$ cat config.mk
export PLATFORM = sky130hd
export DESIGN_NAME = rob_commit_unit
export DESIGN_NICKNAME = d
export VERILOG_FILES = /design/src/rtl/rob_commit_unit_pkg.sv /design/src/rtl/rob_commit_unit_exc_fsm.sv /design/src/rtl/rob_commit_unit.sv
export SDC_FILE = /design/constraint.sdc
export NUM_CORES = 1
export LEC_CHECK = 0
export CAP_MARGIN = 40
export CORE_ASPECT_RATIO = 0.7
export CORE_MARGIN = 10
export CORE_UTILIZATION = 41
export DETAILED_ROUTE_END_ITERATION = 8
export PLACE_DENSITY = 0.85
export SLEW_MARGIN = 10
export SYNTH_ARGS = -nofsm -noshare
export SYNTH_HDL_FRONTEND = slang
export SYNTH_SLANG_ARGS = --single-unit
export TNS_END_PERCENT = 100
$ cat constraint.sdc
create_clock -name clk -period 1.55 [get_ports clk]
set_input_delay 0.155 -clock clk [delete_from_list [all_inputs] [get_ports clk]]
set_output_delay 0.155 -clock clk [all_outputs]
set_load 0.05 [all_outputs]
$ cat src/rtl/rob_commit_unit_pkg.sv
// Shared encodings for the ROB commit consumer: instruction types, exception
// causes, privileged-register indices and the commit-unit state enum.
package rob_commit_unit_pkg;

    localparam logic [2:0] INSTR_TYPE_ALU    = 3'd0;
    localparam logic [2:0] INSTR_TYPE_MUL    = 3'd1;
    localparam logic [2:0] INSTR_TYPE_LOAD   = 3'd2;
    localparam logic [2:0] INSTR_TYPE_STORE  = 3'd3;
    localparam logic [2:0] INSTR_TYPE_BRANCH = 3'd4;
    localparam logic [2:0] INSTR_TYPE_JUMP   = 3'd5;
    localparam logic [2:0] INSTR_TYPE_IRET   = 3'd6;
    localparam logic [2:0] INSTR_TYPE_NOP    = 3'd7;

    localparam logic [2:0] EXCEPTION_TYPE_NONE     = 3'b000;
    localparam logic [2:0] EXCEPTION_TYPE_ITLB     = 3'b001;
    localparam logic [2:0] EXCEPTION_TYPE_DTLBMISS = 3'b010;
    localparam logic [2:0] EXCEPTION_TYPE_ILLEGAL  = 3'b011;
    localparam logic [2:0] EXCEPTION_TYPE_PRIV     = 3'b100;
    localparam logic [2:0] EXCEPTION_TYPE_SYSCALL  = 3'b101;

    localparam logic [2:0] RM_EPC   = 3'd0;
    localparam logic [2:0] RM_ADDR  = 3'd1;
    localparam logic [2:0] RM_CAUSE = 3'd2;
    localparam logic [2:0] RM_MODE  = 3'd4;

    typedef enum logic [2:0] {
        ST_IDLE       = 3'd0,
        ST_SAVE_PC    = 3'd1,
        ST_SAVE_ADDR  = 3'd2,
        ST_SAVE_CAUSE = 3'd3,
        ST_ENTER      = 3'd4,
        ST_IRET       = 3'd5
    } commit_state_e;

    function automatic logic is_writeback_type(input logic [2:0] t);
        return (t == INSTR_TYPE_ALU) || (t == INSTR_TYPE_MUL) || (t == INSTR_TYPE_LOAD);
    endfunction

endpackage

$ cat src/rtl/rob_commit_unit_exc_fsm.sv
// Exception-entry / IRET sequencer: state register, fault latches, epc shadow,
// supervisor bit and the registered priv-write / redirect / flush / stall outputs.
module commit_exc_fsm
    import rob_commit_unit_pkg::*;
#(
    parameter logic [31:0] EXC_HANDLER_PC = 32'h0000_2000,
    parameter int          CAUSE_W        = 3
) (
    input  logic               clk,
    input  logic               reset,
    input  logic               i_exc_start,
    input  logic               i_iret_start,
    input  logic [31:0]        i_pc,
    input  logic [31:0]        i_miss_addr,
    input  logic [CAUSE_W-1:0] i_cause,
    output logic [2:0]         o_state,
    output logic               o_priv_we,
    output logic [2:0]         o_priv_idx,
    output logic [31:0]        o_priv_wdata,
    output logic               o_redirect_valid,
    output logic [31:0]        o_redirect_pc,
    output logic               o_flush,
    output logic               o_stall,
    output logic               o_supervisor
);

    commit_state_e      r_state;
    commit_state_e      w_next;
    logic [31:0]        r_epc;
    logic [31:0]        r_addr;
    logic [CAUSE_W-1:0] r_cause;
    logic               r_supervisor;

    logic               r_priv_we;
    logic [2:0]         r_priv_idx;
    logic [31:0]        r_priv_wdata;
    logic               r_redirect_valid;
    logic [31:0]        r_redirect_pc;
    logic               r_flush;
    logic               r_stall;

    logic               w_priv_we;
    logic [2:0]         w_priv_idx;
    logic [31:0]        w_priv_wdata;
    logic               w_redirect_valid;
    logic [31:0]        w_redirect_pc;
    logic               w_flush;
    logic               w_supervisor;

    always_ff @(posedge clk) begin
        if (reset) begin
            r_state <= ST_IDLE;
        end else begin
            r_state <= w_next;
        end
    end

    // Outputs are decoded from the next state so each side effect lands in
    // the cycle the sequence occupies that state.
    always_comb begin
        w_next           = r_state;
        w_priv_we        = 1'b0;
        w_priv_idx       = 3'd0;
        w_priv_wdata     = 32'd0;
        w_redirect_valid = 1'b0;
        w_redirect_pc    = 32'd0;
        w_flush          = 1'b0;
        w_supervisor     = r_supervisor;

        case (r_state)
            ST_IDLE: begin
                if (i_iret_start) begin
                    w_next = ST_IRET;
                end else if (i_exc_start) begin
                    w_next = ST_SAVE_PC;
                end
            end
            ST_SAVE_PC:    w_next = ST_SAVE_ADDR;
            ST_SAVE_ADDR:  w_next = ST_SAVE_CAUSE;
            ST_SAVE_CAUSE: w_next = ST_ENTER;
            ST_ENTER:      w_next = ST_IDLE;
            ST_IRET:       w_next = ST_IDLE;
            default:       w_next = ST_IDLE;
        endcase

        case (w_next)
            ST_SAVE_PC: begin
                w_priv_we    = 1'b1;
                w_priv_idx   = RM_EPC;
                w_priv_wdata = i_pc;
            end
            ST_SAVE_ADDR: begin
                w_priv_we    = 1'b1;
                w_priv_idx   = RM_ADDR;
                w_priv_wdata = r_addr;
            end
            ST_SAVE_CAUSE: begin
                w_priv_we    = 1'b1;
                w_priv_idx   = RM_CAUSE;
                w_priv_wdata = {{(32-CAUSE_W){1'b0}}, r_cause};
            end
            ST_ENTER: begin
                w_priv_we        = 1'b1;
                w_priv_idx       = RM_MODE;
                w_priv_wdata     = 32'd1;
                w_redirect_valid = 1'b1;
                w_redirect_pc    = EXC_HANDLER_PC;
                w_flush          = 1'b1;
                w_supervisor     = 1'b1;
            end
            ST_IRET: begin
                w_redirect_valid = 1'b1;
                w_redirect_pc    = r_epc;
                w_flush          = 1'b1;
                w_supervisor     = 1'b0;
            end
            default: ;
        endcase
    end

    always_ff @(posedge clk) begin
        if (reset) begin
            r_epc            <= 32'd0;
            r_addr           <= 32'd0;
            r_cause          <= '0;
            r_supervisor     <= 1'b0;
            r_priv_we        <= 1'b0;
            r_priv_idx       <= 3'd0;
            r_priv_wdata     <= 32'd0;
            r_redirect_valid <= 1'b0;
            r_redirect_pc    <= 32'd0;
            r_flush          <= 1'b0;
            r_stall          <= 1'b0;
        end else begin
            if (r_state == ST_IDLE && w_next == ST_SAVE_PC) begin
                r_epc   <= i_pc;
                r_addr  <= i_miss_addr;
                r_cause <= i_cause;
            end
            r_supervisor     <= w_supervisor;
            r_priv_we        <= w_priv_we;
            r_priv_idx       <= w_priv_idx;
            r_priv_wdata     <= w_priv_wdata;
            r_redirect_valid <= w_redirect_valid;
            r_redirect_pc    <= w_redirect_pc;
            r_flush          <= w_flush;
            r_stall          <= (w_next != ST_IDLE);
        end
    end

    assign o_state          = r_state;
    assign o_priv_we        = r_priv_we;
    assign o_priv_idx       = r_priv_idx;
    assign o_priv_wdata     = r_priv_wdata;
    assign o_redirect_valid = r_redirect_valid;
    assign o_redirect_pc    = r_redirect_pc;
    assign o_flush          = r_flush;
    assign o_stall          = r_stall;
    assign o_supervisor     = r_supervisor;

endmodule

$ cat src/rtl/rob_commit_unit.sv
// ROB commit consumer: regfile write, store drain, exception entry and IRET.
// Optional perf counters under ROB_COMMIT_PERF_EN.
module rob_commit_unit
    import rob_commit_unit_pkg::*;
#(
    parameter logic [31:0] EXC_HANDLER_PC = 32'h0000_2000,
    parameter int          CAUSE_W        = 3,
    parameter int          PERF_W         = 32
) (
    input  logic               clk,
    input  logic               reset,
    input  logic               in_commit_valid,
    input  logic [31:0]        in_commit_value,
    input  logic [4:0]         in_commit_rd,
    input  logic [2:0]         in_commit_type,
    input  logic [31:0]        in_commit_pc,
    input  logic [31:0]        in_commit_miss_addr,
    input  logic [CAUSE_W-1:0] in_commit_exc,
    input  logic               in_iret_commit,
    output logic               out_rf_we,
    output logic [4:0]         out_rf_waddr,
    output logic [31:0]        out_rf_wdata,
    output logic               out_sb_drain,
    output logic               out_priv_we,
    output logic [2:0]         out_priv_idx,
    output logic [31:0]        out_priv_wdata,
    output logic               out_redirect_valid,
    output logic [31:0]        out_redirect_pc,
    output logic               out_flush,
    output logic               out_stall,
    output logic               out_supervisor
`ifdef ROB_COMMIT_PERF_EN
    ,
    output logic [PERF_W-1:0]  out_perf_retired,
    output logic [PERF_W-1:0]  out_perf_exceptions
`endif
);

    // Handshake: a commit (or IRET) is consumed only in a cycle where the unit
    // is idle; out_stall is the registered not-ready that holds the ROB head.
    logic [2:0]  w_fsm_state;
    logic        w_idle;
    logic        w_take;
    logic        w_no_exc;
    logic        w_rf_write;
    logic        w_sb_write;

    logic        r_rf_we;
    logic [4:0]  r_rf_waddr;
    logic [31:0] r_rf_wdata;
    logic        r_sb_drain;

    assign w_idle     = (w_fsm_state == ST_IDLE);
    assign w_take     = in_commit_valid && w_idle && !in_iret_commit;
    assign w_no_exc   = (in_commit_exc == '0);
    assign w_rf_write = w_take && w_no_exc && is_writeback_type(in_commit_type)
                        && (in_commit_rd != 5'd0);
    assign w_sb_write = w_take && w_no_exc && (in_commit_type == INSTR_TYPE_STORE);

    commit_exc_fsm #(
        .EXC_HANDLER_PC (EXC_HANDLER_PC),
        .CAUSE_W        (CAUSE_W)
    ) u_exc_fsm (
        .clk              (clk),
        .reset            (reset),
        .i_exc_start      (in_commit_valid && !w_no_exc),
        .i_iret_start     (in_iret_commit),
        .i_pc             (in_commit_pc),
        .i_miss_addr      (in_commit_miss_addr),
        .i_cause          (in_commit_exc),
        .o_state          (w_fsm_state),
        .o_priv_we        (out_priv_we),
        .o_priv_idx       (out_priv_idx),
        .o_priv_wdata     (out_priv_wdata),
        .o_redirect_valid (out_redirect_valid),
        .o_redirect_pc    (out_redirect_pc),
        .o_flush          (out_flush),
        .o_stall          (out_stall),
        .o_supervisor     (out_supervisor)
    );

    always_ff @(posedge clk) begin
        if (reset) begin
            r_rf_we    <= 1'b0;
            r_rf_waddr <= 5'd0;
            r_rf_wdata <= 32'd0;
            r_sb_drain <= 1'b0;
        end else begin
            r_rf_we    <= w_rf_write;
            r_rf_waddr <= w_rf_write ? in_commit_rd : 5'd0;
            r_rf_wdata <= w_rf_write ? in_commit_value : 32'd0;
            r_sb_drain <= w_sb_write;
        end
    end

    assign out_rf_we    = r_rf_we;
    assign out_rf_waddr = r_rf_waddr;
    assign out_rf_wdata = r_rf_wdata;
    assign out_sb_drain = r_sb_drain;

`ifdef ROB_COMMIT_PERF_EN
    logic [PERF_W-1:0] r_perf_retired;
    logic [PERF_W-1:0] r_perf_exceptions;

    always_ff @(posedge clk) begin
        if (reset) begin
            r_perf_retired    <= '0;
            r_perf_exceptions <= '0;
        end else begin
            if ((w_take && w_no_exc) || (in_iret_commit && w_idle)) begin
                r_perf_retired <= r_perf_retired + 1'b1;
            end
            if (w_take && !w_no_exc) begin
                r_perf_exceptions <= r_perf_exceptions + 1'b1;
            end
        end
    end

    assign out_perf_retired    = r_perf_retired;
    assign out_perf_exceptions = r_perf_exceptions;
`endif

    a_perf_w_nonzero: assert property (@(posedge clk) PERF_W > 0);

    a_iret_exclusive: assert property (@(posedge clk) disable iff (reset)
        !(in_iret_commit && in_commit_valid));

    a_commit_when_idle: assert property (@(posedge clk) disable iff (reset)
        (in_commit_valid || in_iret_commit) |-> w_idle);

endmodule
==> results.json <==
{
  "outcome": "completed",
  "post_drt_wl_per_cell_um": 18.0,
  "fin_crit_sh": 0.994,
  "io-pin-count": 222,
  "synth_nets": 721,
  "vias": 5031,
  "clk_pin_slew_ns": 0.07,
  "synthFlopType": "dfxtp_1",
  "place_hpwl_um": 13400,
  "io_buffers": 221,
  "clkSinkCount": 180,
  "worstSetupStartpointType": "flop",
  "nets": 954,
  "synth_most_common_cell": "dfxtp_1",
  "rr_endpoint": "u_exc_fsm.r_cause[0]",
  "gp_congestion": 0.767,
  "dr.pass1.iters": 5,
  "required_ns": 1.89,
  "tritoncts": "done",
  "die_w_um": 171,
  "max_freq_mhz": 649,
  "skew_ns": 0.00753,
  "routed_via_density": 4.76,
  "fp.dieH_um": 126,
  "synth_top_cell_area_share": 0.552,
  "start_util": 0.420,
  "clk-insertion-delay-late_ns": 0.42,
  "antenna_found_initial": 0,
  "grt_pass1_wl_um": 28400,
  "synth_top_area_cell": "dfxtp_1",
  "netlist_area_sq_mm": 0.00652,
  "max_slew_margin": 0.552,
  "grt_max_degree": 91,
  "area_growth_pct": 48.3,
  "fillerInstances": 1272,
  "worstPathArrival_ns": 1.88,
  "drc": 0,
  "hp-start": "reset",
  "wl_um": 19000,
  "min_path_type": "input port to flop",
  "vdd_drop_max_uv": 691,
  "ant_nets": 0,
  "rows": 38,
  "cap_violations": 0,
  "die_area_sq_mm": 0.0214,
  "final_hold_viol_count": 0,
  "p_per_area_mw_per_mm2": 1120,
  "synth_area_leaders": "dfxtp_1, nand2b_1, mux2i_1, nor3b_1, a22oi_1",
  "grt_pass1_vias": 5178,
  "ctsHtreeMaxLevel": 4,
  "period_minus_slack_ns": 1.54,
  "worst_slack_ns": 0.00986,
  "clock-root-buffer": "clkbuf_16",
  "setup_violations": 0,
  "reg2reg_depth": 5,
  "antennaDiodeCount": 0,
  "tightest_slew_ns": 0.668,
  "synth_area_per_cell_sq_um": 10.7,
  "drv_slew": 0,
  "synthCells": 610,
  "yosys_warnings": 0,
  "holdPathStages": 3,
  "synth_common_cells": "dfxtp_1, nand2b_1, mux2i_1, nor3b_1",
  "pre_cts_slack_ns": -0.317,
  "r2r_start": "u_exc_fsm.o_state[0]",
  "drt_iter0_drc": 283,
  "setup_tns_ns": 0,
  "yosysUniqueCellTypes": 35,
  "leakage_nw": 3.86,
  "grt_usage": 0.166,
  "reg2reg_slack_ns": 0.01,
  "layout-drive-gt1-share": 0.262,
  "async_flop_share": 0,
  "critPathCaptureType": "flop",
  "grt_overflow": 0,
  "synth_edf_count": 0,
  "design.core.area_sq_mm": 0.0155,
  "synth-seq-cells": 180,
  "hold_end": "u_exc_fsm.o_supervisor",
  "path_class": "flop to flop",
  "power_w": 0.0108,
  "rsz0062_at_grt": "yes",
  "ys_seq_area_frac": 0.552,
  "cts_buffer_depth": 2,
  "path_max_fanout": 17,
  "cts_inserted_buffers": 17
}
==> layer usage <==
layer	part of all wire	vias to the layer above	global-route usage
met4	0.013	0	0.0571
met2	0.46	151	0.260
li1	-	2500	-
met5	0	-	0
met1	0.45	2361	0.203
met3	0.077	19	0.0648
==> cell type report <==
cell class / count / area, sq um / area share
clock buffer: 19 / 453 / 0.0468
sequential: 180 / 3610 / 0.373
clock inverter: 13 / 125 / 0.0129
timing repair buffer: 263 / 2420 / 0.251
inverter: 7 / 26.3 / 0.00272
multi-input combinational: 374 / 2790 / 0.288
tap: 200 / 250 / 0.0259
==> registers in the layout (all words and copies together) (netlist names), 3 cells and up <==
register	count
out_rf_wdata	32
u_exc_fsm.o_priv_wdata	32
u_exc_fsm.o_redirect_pc	32
u_exc_fsm.r_addr	32
u_exc_fsm.r_epc	32
out_rf_waddr	5
u_exc_fsm.o_priv_idx	3
u_exc_fsm.o_state	3
u_exc_fsm.r_cause	3
==> metrics by stage <==
stage	cell area (sq um)	cells	utilization	hold slack (ns)
final	9670	1056	0.622	0.151
after global routing	9670	1056	0.622	0.153
after CTS	9410	1047	0.605	0.117
after detailed placement	8810	1014	0.567	0.440
after global placement	8810	1014	0.567	0.434
after floorplan	6530	610	-	0.267
==> report_power, final <==
| part | switching (W) | internal, W |
|---|---|---|
| clock network | 0.00185 | 0.00232 |
| logic | 0.000929 | 0.000825 |
| registers | 0.0000849 | 0.00481 |
==> cells in the final DEF, fill, tap and decap left out, drive strengths merged, types with 5 or more instances in the layout <==
master / instances
nor2: 14
nor3b: 33
clkbuf: 22
inv: 10
a22oi: 29
buf: 151
dfxtp: 180
and2: 32
clkinv: 5
a21oi: 7
clkdlybuf4s50: 109
nor3: 33
mux2i: 67
nand2b: 136
==> critical path, stage by stage (launching register included) <==
cell and delay [ns]:
dfxtp_2 0.33, or2_4 0.26, nor4_4 0.26, buf_6 0.19, buf_12 0.19, mux2i_1 0.23
==> cells by family (layout without fill, tap and decap cells) <==
family	after synthesis	after routing	synth area share
simple gates	261	261	0.249
mux	69	69	0.106
compound gates	44	44	0.0493
flops	180	180	0.552
buf+inv	56	302	0.0430
==> worst max-delay path by stage <==
stage	start	endpoint	slack, ns	cells past startpoint
2_1_floorplan	u_exc_fsm.o_state[0]	u_exc_fsm.r_addr[10]	0.01	6
3_3_place_gp	in_iret_commit	u_exc_fsm.o_redirect_pc[29]	-0.33	6
3_5_place_dp	in_commit_exc[2]	out_rf_wdata[5]	-0.32	6
4_1_cts	u_exc_fsm.o_state[1]	out_rf_wdata[5]	-0.003	5
5_1_grt	u_exc_fsm.o_state[0]	u_exc_fsm.r_cause[0]	-0.1	5
6_report	u_exc_fsm.o_state[0]	u_exc_fsm.r_cause[0]	0.01	5
==> repair_timing <==
action                                  in CTS  in global routing
cloned                                       0                  3
endpoints found under the setup margin     100                107
hold buffers                                 0                  0
pin swaps                                    1                  2
gates resized for setup                      2                 31
buffers inserted                             1                  6
(Power assumes the default switching activity.)
